$ cat src/rtl/riscv_mc_ctrl.sv
// rtl/riscv_mc_ctrl.sv - multi-cycle RISC-V control sequencer with retired-instruction counter
module riscv_mc_ctrl #(
  parameter int CNT_W = 32
) (
  input  logic             clk,
  input  logic             reset,
  input  logic [6:0]       opcode,
  input  logic             Zero_flg,
  input  logic             mem_ready,
  output logic             PCWrite,
  output logic             PCSrc,
  output logic             IorD,
  output logic             IRWrite,
  output logic             MemRead,
  output logic             MemWrite,
  output logic [1:0]       ALUSrcA,
  output logic [1:0]       ALUSrcB,
  output logic [1:0]       ALUOp,
  output logic             MemtoReg,
  output logic             RegWrite,
  output logic             illegal,
  output logic             retire,
  output logic [CNT_W-1:0] instret
);

  localparam logic [6:0] OP_R  = 7'b0110011;
  localparam logic [6:0] OP_I  = 7'b0010011;
  localparam logic [6:0] OP_LD = 7'b0000011;
  localparam logic [6:0] OP_ST = 7'b0100011;
  localparam logic [6:0] OP_BR = 7'b1100011;

  // ALU operand / operation encodings as seen by the datapath muxes
  localparam logic [1:0] A_PC    = 2'b00;
  localparam logic [1:0] A_RS1   = 2'b01;
  localparam logic [1:0] A_OLDPC = 2'b10;
  localparam logic [1:0] B_RS2   = 2'b00;
  localparam logic [1:0] B_FOUR  = 2'b01;
  localparam logic [1:0] B_IMM   = 2'b10;
  localparam logic [1:0] OP_ADD  = 2'b00;
  localparam logic [1:0] OP_SUB  = 2'b01;
  localparam logic [1:0] OP_FUNC = 2'b10;

  typedef enum logic [3:0] {
    S_IDLE,
    S_FETCH,
    S_DECODE,
    S_EXEC_R,
    S_EXEC_I,
    S_MEM_ADDR,
    S_MEM_RD,
    S_MEM_WB,
    S_MEM_WR,
    S_ALU_WB,
    S_BRANCH,
    S_TRAP
  } state_t;

  state_t state;
  state_t state_next;

  // State register; reset aborts any in-flight instruction at once
  always_ff @(posedge clk or posedge reset) begin
    if (reset) begin
      state <= S_IDLE;
    end else begin
      state <= state_next;
    end
  end

  // Retired-instruction counter, wraps naturally at 2^CNT_W
  always_ff @(posedge clk or posedge reset) begin
    if (reset) begin
      instret <= '0;
    end else if (retire) begin
      instret <= instret + CNT_W'(1);
    end
  end

  // Next-state logic and Moore-style output decode (mem_ready/Zero_flg gate a few strobes)
  always_comb begin
    state_next = state;
    PCWrite    = 1'b0;
    PCSrc      = 1'b0;
    IorD       = 1'b0;
    IRWrite    = 1'b0;
    MemRead    = 1'b0;
    MemWrite   = 1'b0;
    ALUSrcA    = A_PC;
    ALUSrcB    = B_RS2;
    ALUOp      = OP_ADD;
    MemtoReg   = 1'b0;
    RegWrite   = 1'b0;
    illegal    = 1'b0;
    retire     = 1'b0;

    unique case (state)
      S_IDLE: begin
        state_next = S_FETCH;
      end

      S_FETCH: begin
        // Instruction read from PC while the ALU computes PC+4
        MemRead = 1'b1;
        IorD    = 1'b0;
        ALUSrcA = A_PC;
        ALUSrcB = B_FOUR;
        ALUOp   = OP_ADD;
        IRWrite = mem_ready;
        PCWrite = mem_ready;
        PCSrc   = 1'b0;
        if (mem_ready) begin
          state_next = S_DECODE;
        end
      end

      S_DECODE: begin
        // Branch target OldPC+imm is parked in ALUOut ahead of S_BRANCH
        ALUSrcA = A_OLDPC;
        ALUSrcB = B_IMM;
        ALUOp   = OP_ADD;
        case (opcode)
          OP_R:         state_next = S_EXEC_R;
          OP_I:         state_next = S_EXEC_I;
          OP_LD, OP_ST: state_next = S_MEM_ADDR;
          OP_BR:        state_next = S_BRANCH;
          default:      state_next = S_TRAP;
        endcase
      end

      S_EXEC_R: begin
        ALUSrcA    = A_RS1;
        ALUSrcB    = B_RS2;
        ALUOp      = OP_FUNC;
        state_next = S_ALU_WB;
      end

      S_EXEC_I: begin
        ALUSrcA    = A_RS1;
        ALUSrcB    = B_IMM;
        ALUOp      = OP_FUNC;
        state_next = S_ALU_WB;
      end

      S_ALU_WB: begin
        RegWrite   = 1'b1;
        MemtoReg   = 1'b0;
        retire     = 1'b1;
        state_next = S_FETCH;
      end

      S_MEM_ADDR: begin
        // Effective address rs1+imm; opcode picks the load or store path
        ALUSrcA = A_RS1;
        ALUSrcB = B_IMM;
        ALUOp   = OP_ADD;
        if (opcode == OP_LD) begin
          state_next = S_MEM_RD;
        end else begin
          state_next = S_MEM_WR;
        end
      end

      S_MEM_RD: begin
        MemRead = 1'b1;
        IorD    = 1'b1;
        if (mem_ready) begin
          state_next = S_MEM_WB;
        end
      end

      S_MEM_WB: begin
        RegWrite   = 1'b1;
        MemtoReg   = 1'b1;
        retire     = 1'b1;
        state_next = S_FETCH;
      end

      S_MEM_WR: begin
        // Store retires in the cycle the memory accepts it
        MemWrite = 1'b1;
        IorD     = 1'b1;
        retire   = mem_ready;
        if (mem_ready) begin
          state_next = S_FETCH;
        end
      end

      S_BRANCH: begin
        // BEQ: ALU compares rs1-rs2, PC loads the precomputed target on zero
        ALUSrcA    = A_RS1;
        ALUSrcB    = B_RS2;
        ALUOp      = OP_SUB;
        PCSrc      = 1'b1;
        PCWrite    = Zero_flg;
        retire     = 1'b1;
        state_next = S_FETCH;
      end

      S_TRAP: begin
        // Terminal until reset
        illegal    = 1'b1;
        state_next = S_TRAP;
      end

      default: begin
        state_next = S_IDLE;
      end
    endcase
  end

endmodule
$ cat config.mk
export PLATFORM = sky130hd
export DESIGN_NAME = riscv_mc_ctrl
export DESIGN_NICKNAME = d
export VERILOG_FILES = /design/src/rtl/riscv_mc_ctrl.sv
export SDC_FILE = /design/constraint.sdc
export NUM_CORES = 1
export LEC_CHECK = 0
export CAP_MARGIN = 10
export CELL_PAD_IN_SITES_DETAIL_PLACEMENT = 1
export CELL_PAD_IN_SITES_GLOBAL_PLACEMENT = 1
export CORE_MARGIN = 1
export CORE_UTILIZATION = 35
export CTS_CLUSTER_DIAMETER = 30
export DETAILED_ROUTE_END_ITERATION = 10
export HOLD_SLACK_MARGIN = 0.06
export PLACE_DENSITY_LB_ADDON = 0.25
export SYNTH_ARGS = -nofsm -noshare
export SYNTH_HDL_FRONTEND = slang
export SYNTH_SLANG_ARGS = --single-unit
$ cat constraint.sdc
create_clock -name clk -period 2.5 [get_ports clk]
set_clock_uncertainty 0.15 [all_clocks]
set_input_delay 0.625 -clock clk [delete_from_list [all_inputs] [get_ports clk]]
set_output_delay 0.625 -clock clk [all_outputs]
set_load 0.1 [all_outputs]
==> run summary <==
The clock buffer count from CTS is 5. Each instance of the synthesized netlist takes up on average 9.381 sq um. The met3 track utilization from global routing is under 10%. The worst register-to-register path begins at state[1]$_DFFE_PP0P_.

In this run, synthesis produced a sequential element count of 36. The power density normalized to cell area came out at roughly 1200 nW/um^2. The layout overhead on the synthesized area came out at 51.95%. The worst path uses 98.80% of the clock period.

The setup path with the least slack is of type flop to primary output. After detailed routing, the average wire length per cell comes to ~16 microns. The data required time at the worst endpoint is 1.73 ns. The total count of hold-check failures in the final report came out at 0. The clock latency at the later pin of the worst-skew pair is about 0.30 ns. The startpoint identified for the worst hold timing path is instret[31]$_DFFE_PP0P_.

The launching instance or port of the critical path is state[3]$_DFFE_PP0P_. The placed instance count is between 300 and 400. The area used by multi-input combinational logic is ~1100 sq um. The worst register-to-register path ends at instret[24]$_DFFE_PP0P_. The routed layout has 1889 vias. Max-cap violations in this run came to 0. The sequential area share after synthesis is a little under half. The internal power summed over all cells is about 1700 uW. The global-route met1 utilization came out at roughly a quarter. After global routing, the most crowded layer is met2. The worst pin sits at a relative slew slack of ~70%. The critical path arrival is 1.69 ns. Setup repair after global routing could not meet its margin everywhere. The synthesized area is ~2000 sq um. Measured in cells, the most critical reg-to-reg path has a length of 6. The last weighted congestion value of the routability-driven placer is 0.8161.

The area of the placeable core came out at ~5200 sq um. The worst hold path belongs to the class flop to flop. The met2 demand-to-capacity share in global routing came out at about 36%.

After synthesis, the cell types taking the most area are dfrtp_1, xor2_1, nand2_1. The detailed-route vias per instance is around 5.4. The maximum clock frequency came out at between 0.4 and 0.5 GHz. The largest net degree at the start of global routing is 37. The number of synthesized flops with an enable pin came out at 0.

The post-layout instance count excluding filler cells came out at about 350. The share of flip-flops with an asynchronous set or reset after synthesis is between 90% and 100%. The instance count of the mapped netlist is 209. The buffer depth of the longest clock path came out at 2. The utilization after layout is approximately 57%. The placement row count is 26. The number of antenna diodes is 0. VDD sags by at most slightly below 0.001 V. The number of buffers added on ports came out at 58. The area enclosed by the die boundary came out at about 6000 sq um. The analysis attributes to net switching a power of 1947 uW. The switching portion of total power came out at between 50% and 60%. The power share of the combinational group is ~67%. In the routed design, unresolved DRC markers number 0.

The fraction of the mapped netlist area in simple logic gates came out at ~28%. The setup-violating endpoint count in the final report came out at 0. The number of distinct library cell variants in the gate-level netlist after synthesis is 37. The synthesized netlist devotes a little under 8% of its cell area to compound gates. The multiplexer share of the synthesized area came out at less than 1%.

The detail route stage leaves a number of antenna-violating nets equal to 0. The number of cells on the worst hold path is 1. The portion of total power attributed to sequential cells is approximately a fifth. At the pin with the least slew margin, the transition time is roughly 0.45 ns.

between 50 and 60 I/O pins were placed. STA classifies the critical path startpoint as a flop. The leakage component of the power is 0.001234 uW. The clock tree synthesis step divided the H-tree into 2 levels. The net total in the final layout came out at 293.

The endpoint type of the worst setup path is a primary output. The root buffer cell chosen for the clock tree is clkbuf_8. The initial antenna violation count came out at 0. The aggregate global routing overflow came out at 0. TritonCTS built the clock tree. The total detailed-routing wirelength came out at between 5 and 6 mm. Measured along the x axis, the die boundary spans 76.85 microns. The total routing resource utilization after global routing came out at ~21%. Setup slack on the worst reg-to-reg path comes out at approximately 0.14 ns.

The number of global-route vias before repair is around 1.9k. For this run, the leading register cell type out of synthesis is dfrtp_1. The die extent in y came out at a little under 80 microns. The clock-pin slew of the registers on the worst-case setup and hold paths is 0.08 ns.

The first-pass iteration count of the detailed router came out at 4. The first global-routing pass estimated around 9.6 mm of wire. The clock drives 36 sinks. The path with the worst hold slack has its endpoint at instret[31]$_DFFE_PP0P_.

The Yosys step of the flow raised 0 warnings. The first-iteration detailed-routing DRC count came out at 68. After Yosys synthesis, full adders, half adders and majority gates account for less than 1% of the synthesized area. The starting density of the core is a little under two fifths. The run finished with clean final reports.

The register area is slightly above 900 sq um. The final critical path time including I/O delays and setup is 2.470 ns. The fill cell total of the finished layout came out at roughly 600. The detailed placer's ending HPWL came out at 4.209 mm. The area share of the leading cell type in the synthesized netlist is between 40% and 50%. The share of final-layout standard cells stronger than drive strength 1 is a little over a third. The number of nets in the synthesized netlist is around 220.

Of the total synthesized cell area, the portion taken by XOR and XNOR cells is 13.85%. The final-report max-slew violation count came out at 0. The clock network fraction of total power came out at about 13%.

The dominant combinational cell family by area after synthesis is simple AND/OR/NAND/NOR gates. The cell type with the highest aggregate area in the netlist is dfrtp_1. The highest net fanout along the worst path came out at 8.
## registers in the layout, indices dropped and copies added, names as in the netlist
signal and flops:
state 4, instret 32
## through the flow
stage	TNS [ns]	worst slack (ns)	power, uW	instance area (sq um)	hold slack, ns
6_report	0	0.03002	3619	2979	0.3264
5_1_grt	-0.01203	-0.007874	3755	2979	0.3599
4_1_cts	0	0.01479	3623	2967	0.3352
3_5_place_dp	-4.797	-0.3506	3114	2833	0.3245
3_3_place_gp	-3.418	-0.2663	3082	2833	0.3168
2_1_floorplan	-1.365	-0.3836	2343	2028	0.4737
## power by group through the flow
stage	Clock (uW)	Sequential (uW)	Combinational, uW
after floorplan	0	1060	1280
after global routing	481	776	2500
after detailed placement	0	771	2340
final	453	761	2400
after global placement	0	765	2320
after CTS	462	764	2400
## area by class of cell
cell class / instances / share of cell area (%)
Inverter: 5 / 0.6300
Sequential cell: 36 / 30.66
Clock inverter: 2 / 0.4620
Timing Repair Buffer: 72 / 25.70
Clock buffer: 6 / 2.772
Multi-Input combinational cell: 161 / 36.83
Tap cell: 70 / 2.940
## per-layer routing
layer	part of all wire, %	vias to the layer above
li1	-	891
met1	43	936
met2	51	52
met3	4.1	10
met4	1.6	0
met5	0	-
## worst max-delay path, cell delays in order, from the launching register on
cell     delay, ns
dfrtp_1       0.38
buf_4         0.17
buf_4         0.17
or3_4         0.41
inv_2         0.09
buf_12        0.17
## how the worst max path moves through the flow
stage,cells after the start,slack [ns],endpoint
after floorplan,3,-0.38,IorD
after global placement,6,-0.27,instret[24]$_DFFE_PP0P_
after detailed placement,6,-0.35,instret[24]$_DFFE_PP0P_
after CTS,4,0.01,MemRead
after global routing,5,-0.008,PCWrite
final,5,0.03,ALUSrcA[1]
## cells in the mapped netlist, drive strengths merged, types with 2 or more instances
library cell,count
nand2b,4
xor2,21
nor2,17
nor3,11
dfrtp,36
nor4,10
o31ai,2
or3,5
xnor2,10
inv,5
a21o,2
and4,2
nand2,26
o22ai,2
nand4,11
o21ai,5
nand3,4
a21oi,6
a31oi,2
buf,4
clkbuf,3
and3,9
## cells by family after synthesis
| logic type | after synthesis |
|---|---|
| AO/OA/AOI/OAI | 23 |
| flip-flops | 36 |
| XOR/XNOR | 31 |
| buffers and inverters | 12 |
| multiplexers | 1 |
| adder cells (fa/ha/maj) | 1 |
| AND/OR/NAND/NOR | 105 |
## cell usage in the layout (no fill, tap or decap), types with 2 or more instances in the layout
master	count
nand2_1	24
xor2_1	21
o22ai_1	2
o31ai_1	2
nor3_1	11
nand3_1	4
buf_4	44
nor2_2	2
and4_1	2
or3_1	2
xnor2_1	10
clkdlybuf4s50_1	9
inv_1	4
clkbuf_8	6
a31oi_1	2
nand4_1	11
buf_12	16
dfrtp_2	10
o21ai_0	3
a21oi_1	4
and3_1	9
nor4_1	9
nand2b_4	2
nor2_1	12
nand2b_1	2
dfrtp_1	26
or3_4	3
nor2_4	3
o21ai_1	2
## repair_timing
action,4_1_cts,5_1_grt
hold buffers,0,0
endpoints found under the setup margin,8,5
pin swaps,1,0
endpoints found under the hold margin,0,0
gates resized for setup,12,2
setup buffers,0,1
Note: power is estimated with default switching activity, not from simulation.
